### config.mk
export PLATFORM = sky130hd
export DESIGN_NAME = hal_sdpram_clr
export DESIGN_NICKNAME = d
export VERILOG_FILES = /design/src/rtl/hal_sdpram_clr_pkg.sv /design/src/rtl/hal_sdpram_array.sv /design/src/rtl/hal_sdpram_clr.sv
export SDC_FILE = /design/constraint.sdc
export NUM_CORES = 2
export LEC_CHECK = 0
export CAP_MARGIN = 10
export CELL_PAD_IN_SITES_DETAIL_PLACEMENT = 1
export CELL_PAD_IN_SITES_GLOBAL_PLACEMENT = 2
export CORE_ASPECT_RATIO = 1.1
export CORE_MARGIN = 2
export CORE_UTILIZATION = 30
export DETAILED_ROUTE_END_ITERATION = 10
export PLACE_DENSITY = 0.55
export SYNTH_ARGS = -nofsm -noshare
export SYNTH_HDL_FRONTEND = slang
export SYNTH_SLANG_ARGS = --single-unit
### constraint.sdc
create_clock -name CLK -period 7.4 [get_ports CLK]
set_input_delay 0.74 -clock CLK [delete_from_list [all_inputs] [get_ports CLK]]
set_output_delay 0.74 -clock CLK [all_outputs]
set_load 0.01 [all_outputs]
### src/rtl/hal_sdpram_clr_pkg.sv
// Shared HAL definitions for the clearable simple-dual-port RAM:
// state encoding, lane-count helper and byte-lane merge.
package hal_sdpram_clr_pkg;

    typedef enum logic {
        ST_CLEAR = 1'b0,
        ST_RUN   = 1'b1
    } sdpramState_e;

    // Widest word the merge helper handles; callers cast to and from this width.
    localparam int unsigned MAX_DW = 1024;

    function automatic int unsigned laneCount(input int unsigned dw, input int unsigned bw);
        return dw / bw;
    endfunction

    // Lanes whose enable bit is set take newW; all other lanes keep oldW.
    function automatic logic [MAX_DW-1:0] mergeLanes(
        input logic [MAX_DW-1:0] oldW,
        input logic [MAX_DW-1:0] newW,
        input logic [MAX_DW-1:0] laneEn,
        input int unsigned       bw
    );
        logic [MAX_DW-1:0] res;
        res = oldW;
        for (int unsigned i = 0; i < MAX_DW; i++) begin
            if (laneEn[i / bw]) begin
                res[i] = newW[i];
            end
        end
        return res;
    endfunction

endpackage

### src/rtl/hal_sdpram_array.sv
// Bare behavioural storage: 2^AW x DW words, per-lane write, registered read.
// Contents are deliberately unreset so synthesis maps this onto block RAM.
module hal_sdpram_array
    import hal_sdpram_clr_pkg::*;
#(
    parameter int unsigned DW = 128,
    parameter int unsigned AW = 5,
    parameter int unsigned BW = 8
) (
    input  logic               clk_i,
    input  logic               we_i,
    input  logic [DW/BW-1:0]   mask_i,
    input  logic [AW-1:0]      waddr_i,
    input  logic [DW-1:0]      wdata_i,
    input  logic               re_i,
    input  logic [AW-1:0]      raddr_i,
    output logic [DW-1:0]      rdata_o
);

    localparam int unsigned NL = laneCount(DW, BW);

    logic [DW-1:0] mem_q [0:(1<<AW)-1];
    logic [DW-1:0] rdata_q;

    // Read-before-write: a same-address read returns the pre-write word.
    always_ff @(posedge clk_i) begin
        if (we_i) begin
            for (int l = 0; l < NL; l++) begin
                if (mask_i[l]) begin
                    mem_q[waddr_i][l*BW +: BW] <= wdata_i[l*BW +: BW];
                end
            end
        end
        if (re_i) begin
            rdata_q <= mem_q[raddr_i];
        end
    end

    assign rdata_o = rdata_q;

endmodule

### src/rtl/hal_sdpram_clr.sv
// Simple-dual-port RAM with post-reset zero sweep and optional write-to-read bypass.
// Owns the sweep FSM, the bypass register and QA hold/zero logic around the storage.
module hal_sdpram_clr
    import hal_sdpram_clr_pkg::*;
#(
    parameter int unsigned DW         = 128,
    parameter int unsigned AW         = 5,
    parameter int unsigned BW         = 8,
    parameter int unsigned INIT_CLEAR = 1,
    parameter int unsigned BYPASS     = 1
) (
    input  logic               CLK,
    input  logic               RST,
    output logic               BUSY,
    input  logic               CENA,
    input  logic [AW-1:0]      AA,
    output logic [DW-1:0]      QA,
    input  logic               CENB,
    input  logic [DW/BW-1:0]   WENB,
    input  logic [AW-1:0]      AB,
    input  logic [DW-1:0]      DB
);

    localparam int unsigned  NL        = laneCount(DW, BW);
    localparam logic [AW:0]  SWEEP_END = {1'b1, {AW{1'b0}}};

    if (DW % BW != 0) begin : gBadWidth
        $error("hal_sdpram_clr: DW must be a multiple of BW");
    end

    sdpramState_e   state_q, state_d;
    logic [AW:0]    cnt_q, cnt_d;

    logic           arrWe;
    logic           arrRe;
    logic [NL-1:0]  arrMask;
    logic [AW-1:0]  arrWaddr;
    logic [DW-1:0]  arrWdata;
    logic [DW-1:0]  arrQ;

    logic           rdValid_q;
    logic           collide_q;
    logic [DW-1:0]  byData_q;
    logic [NL-1:0]  byMask_q;

    always_comb begin
        state_d  = state_q;
        cnt_d    = cnt_q;
        arrWe    = 1'b0;
        arrRe    = 1'b0;
        arrMask  = '0;
        arrWaddr = AB;
        arrWdata = DB;
        if (!RST) begin
            unique case (state_q)
                ST_CLEAR: begin
                    // The counter runs one past the last word so the exit test never wraps.
                    if (INIT_CLEAR != 0) begin
                        if (cnt_q == SWEEP_END) begin
                            state_d = ST_RUN;
                        end else begin
                            arrWe    = 1'b1;
                            arrMask  = '1;
                            arrWaddr = cnt_q[AW-1:0];
                            arrWdata = '0;
                            cnt_d    = cnt_q + 1'b1;
                        end
                    end else begin
                        state_d = ST_RUN;
                    end
                end
                ST_RUN: begin
                    arrWe   = !CENB;
                    arrMask = ~WENB;
                    arrRe   = !CENA;
                end
                default: state_d = ST_CLEAR;
            endcase
        end
    end

    always_ff @(posedge CLK) begin
        if (RST) begin
            state_q   <= ST_CLEAR;
            cnt_q     <= '0;
            rdValid_q <= 1'b0;
            collide_q <= 1'b0;
            byData_q  <= '0;
            byMask_q  <= '0;
        end else begin
            state_q <= state_d;
            cnt_q   <= cnt_d;
            // Capture write data and lanes at read time; the merge happens after the register.
            if (arrRe) begin
                rdValid_q <= 1'b1;
                collide_q <= (BYPASS != 0) && !CENB && (AA == AB);
                byData_q  <= DB;
                byMask_q  <= ~WENB;
            end
        end
    end

    hal_sdpram_array #(
        .DW (DW),
        .AW (AW),
        .BW (BW)
    ) uArray (
        .clk_i   (CLK),
        .we_i    (arrWe),
        .mask_i  (arrMask),
        .waddr_i (arrWaddr),
        .wdata_i (arrWdata),
        .re_i    (arrRe),
        .raddr_i (AA),
        .rdata_o (arrQ)
    );

    assign BUSY = (state_q == ST_CLEAR);

    always_comb begin
        QA = '0;
        if (rdValid_q) begin
            if (collide_q) begin
                QA = DW'(mergeLanes(MAX_DW'(arrQ), MAX_DW'(byData_q), MAX_DW'(byMask_q), BW));
            end else begin
                QA = arrQ;
            end
        end
    end

endmodule

==> flow_summary.toml <==
[placement]
dp_slack_ns = 2.588
dp_hpwl_mm = 344.3
gp_congestion = 0.8005
io_buffer_count = 286

[sta]
rsz0062_at_grt = "false"
tns_ns = 0
fin_crit_sh = 0.6809
fin_ws_ns = 2.361
max_slew_margin = 0.09258
finalCriticalPeriod_ns = 5.039
finalSetupViolations = 0
fmax_mhz = 198.5
finalClockSkew_ns = 0.06527
finalHoldViolCount = 0
slew_viol_final = 0
worst_pin_slew_ns = 1.347

[global_routing]
grt_pass1_wl_mm = 765.8
grt_usage = 0.1893
grt_max_degree = 124
overflow = 0
grt_pass1_vias = 93260
grt_antenna_before_repair = 41

[power_and_ir_drop]
p_int_uw = 41290
pwr-share-clk = 0.431
p_comb_frac = 0.054
p_leak_uw = 0.06127
seq_power_share = 0.515
powerDensity_mw_per_mm2 = 269.1
vdd_drop_max_uv = 206.0
p_switching_uw = 12010
switching_share = 0.2253

[synth]
synth-adder-area-share = 0.0001483
synth-async-reset-ratio = 0
synth_compound_area_frac = 0.03505
synth-seq-cells = 4377
ys_types = 55
syn_inst = 8532
synthSimpleGateAreaFrac = 0.04363
synthTopCellsByArea = "edfxtp_1 (75%), mux4_2 (13%), dfxtp_1 (1.8%), o22ai_1 (1.6%), nand2_1 (0.95%)"
synth_top_area_cell = "edfxtp_1"
ys_seq_area_frac = 0.7698
synth.mux.area_fraction = 0.1359
synth_flop_cell = "edfxtp_1"
ys_warn_count = 0
synth_top_area_share = 0.7516
syn_nets = 8692
synth.avg_cell_area_um2 = 19.78
synth-edff-count = 4224
synth_top_family_by_area = "multiplexers"
synth_area_mm2 = 0.1688
synth_xor_area_frac = 0.0004671

[floorplan]
start_util = 0.3016
io_pins = 287
die-area_mm2 = 0.5685
die_w_um = 719.1
rows = 288
design.core.area_mm2 = 0.5596
die_h_um = 790.6

[drt]
highest_layer = "met5"
drtIter0Drc = 8412
ant_nets = 0
routed_wl_mm = 550.5
first_pass_iters = 6
drt-vias-per-instance = 5.195
wl_per_cell_um = 32.43
via_count = 88200
met1Wirelength_mm = 237.9
route.detailed.drc = 0
wl_met3_mm = 30.72
dr_wl_met2_mm = 270.3

[clocking]
clkTransAtPathRegs_ns = 0.06
root_buffer = "clkbuf_16"
cts_buffers = 453
clock-sinks = 4377
clockBufferDepth = 4
tritoncts = "done"
cts_htree_levels = 5
post_cts_resized = 0
insertion_delay_ns = 1.06

[setup_path]
crit_type = "reg -> out"
cp_cell_sequence = "buf_4 > nand3_1 > a21boi_0 > clkdlybuf4s50_1"
cp-end-kind = "output port"
crit_path_top_delay_cell = "dfxtp_4"
cp-start-kind = "flop"
cpPeakStageDelay_ns = 0.84
arrival_ns = 4.30
critical_path.max_fanout = 46
critPathRequiredTime_ns = 6.66

[flow_run]
max_cap_violations = 0

[final_layout]
filler_cell_count = 54700
mostFrequentLayoutCell = "edfxtp_1"
area_delta_synth_final_pct = 17.37
drive_above_1_share = 0.2317
nets = 9340
final_util = 0.3539
final_cell_mix = "edfxtp_1 (4224), mux4_2 (956), clkbuf_16 (458), o22ai_1 (445), nand2_1 (423)"

[outcome]
status = "complete, no violations"

[hold_path]
hp-class = "in -> reg"
cell families after synthesis:
group / after synthesis
flops: 4377
mux: 1096
buf+inv: 586
fa+ha+maj: 2
compound gates: 927
simple gates: 1535
xor+xnor: 9
Yosys cell counts (3+ instances only):
| library cell | number |
|---|---|
| o22ai_1 | 445 |
| o21ai_1 | 20 |
| a21o_1 | 4 |
| o41a_1 | 4 |
| nand2_1 | 425 |
| nor3b_1 | 17 |
| nor4_1 | 111 |
| nand3_1 | 163 |
| buf_2 | 213 |
| mux4_2 | 956 |
| and2_1 | 132 |
| mux2i_1 | 139 |
| nand3b_1 | 3 |
| buf_1 | 74 |
| nor2_1 | 331 |
| inv_1 | 8 |
| nor2b_1 | 10 |
| a22oi_1 | 89 |
| dfxtp_1 | 153 |
| a211oi_1 | 17 |
| a21boi_0 | 128 |
| a21oi_1 | 149 |
| xnor2_1 | 7 |
| edfxtp_1 | 4224 |
| nand2b_1 | 4 |
| nand4_1 | 22 |
| o21ai_0 | 47 |
| clkbuf_1 | 281 |
| nor3_1 | 266 |
| buf_6 | 8 |
| o21bai_1 | 16 |
| nor3_2 | 36 |
state kept, by name (all words and copies together) (netlist names):
| register | flops |
|---|---|
| uArray.mem_q | 4096 |
| byData_q | 128 |
| uArray.rdata_o | 128 |
| byMask_q | 16 |
| cnt_q | 6 |
| collide_q | 1 |
| rdValid_q | 1 |
| state_q | 1 |
power groups by stage:
stage               combinational [uW]  sequential (uW)  clock [uW]
finish                            2860            27500       23000
global route                      3020            27500       24300
CTS                               2900            27500       23500
detailed placement                2890            28000           0
global placement                  2840            28000           0
floorplan                         1490            28000           0
area by class of cell:
type | count | area [um^2] | share of cell area
multi-input combinational | 3569 | 36820 | 0.1859
clock inverter | 270 | 2849 | 0.01438
sequential | 4377 | 129900 | 0.6559
tap | 7395 | 9253 | 0.04671
timing repair buffer | 771 | 7267 | 0.03669
antenna | 17 | 42.54 | 0.0002148
clock buffer | 570 | 11900 | 0.06007
inverter | 8 | 30.03 | 0.0001516
worst max-delay path, delay by kind of cell (launching register included):
kind	cells	cell delay, ns
AOI/OAI and AO/OA	1	0.84
buffers and inverters	2	1.35
DFF	1	0.84
and+or+nand+nor	1	0.13
stage by stage:
| stage | std cells | hold slack, ns | area (um^2) | total power (uW) |
|---|---|---|---|---|
| 2_1_floorplan | 8532 | 0.4365 | 168800 | 29460 |
| 3_3_place_gp | 16030 | 0.4414 | 182300 | 30830 |
| 3_5_place_dp | 16060 | 0.4492 | 182600 | 30890 |
| 5_1_grt | 16960 | 0.2210 | 198000 | 54790 |
| 4_1_cts | 16910 | 0.1603 | 197300 | 53850 |
| 6_report | 16980 | 0.2436 | 198100 | 53290 |
worst paths after layout:
path                              startpoint                  end  slack [ns]  depth (start not counted)
worst min register to register  byData_q[29]         byData_q[29]        0.46                          2
worst max register to register      cnt_q[0]  uArray.mem_q[1][56]        3.28                          7
worst min-delay path                  DB[79]         byData_q[79]        0.24                          3
worst max-delay path               collide_q               QA[21]        2.36                          4
what timing repair did:
action / CTS / global route
hold buffers: 1 / 0
hold endpoints to repair: 6 / 0
buffers inserted: 0 / 0
layer usage:
metal | vias up | global-route usage
met5 | - | 0
met4 | 14 | 0.03762
met3 | 584 | 0.02777
met2 | 2690 | 0.3199
met1 | 48400 | 0.2610
li1 | 36520 | -
(Power assumes the default switching activity.)
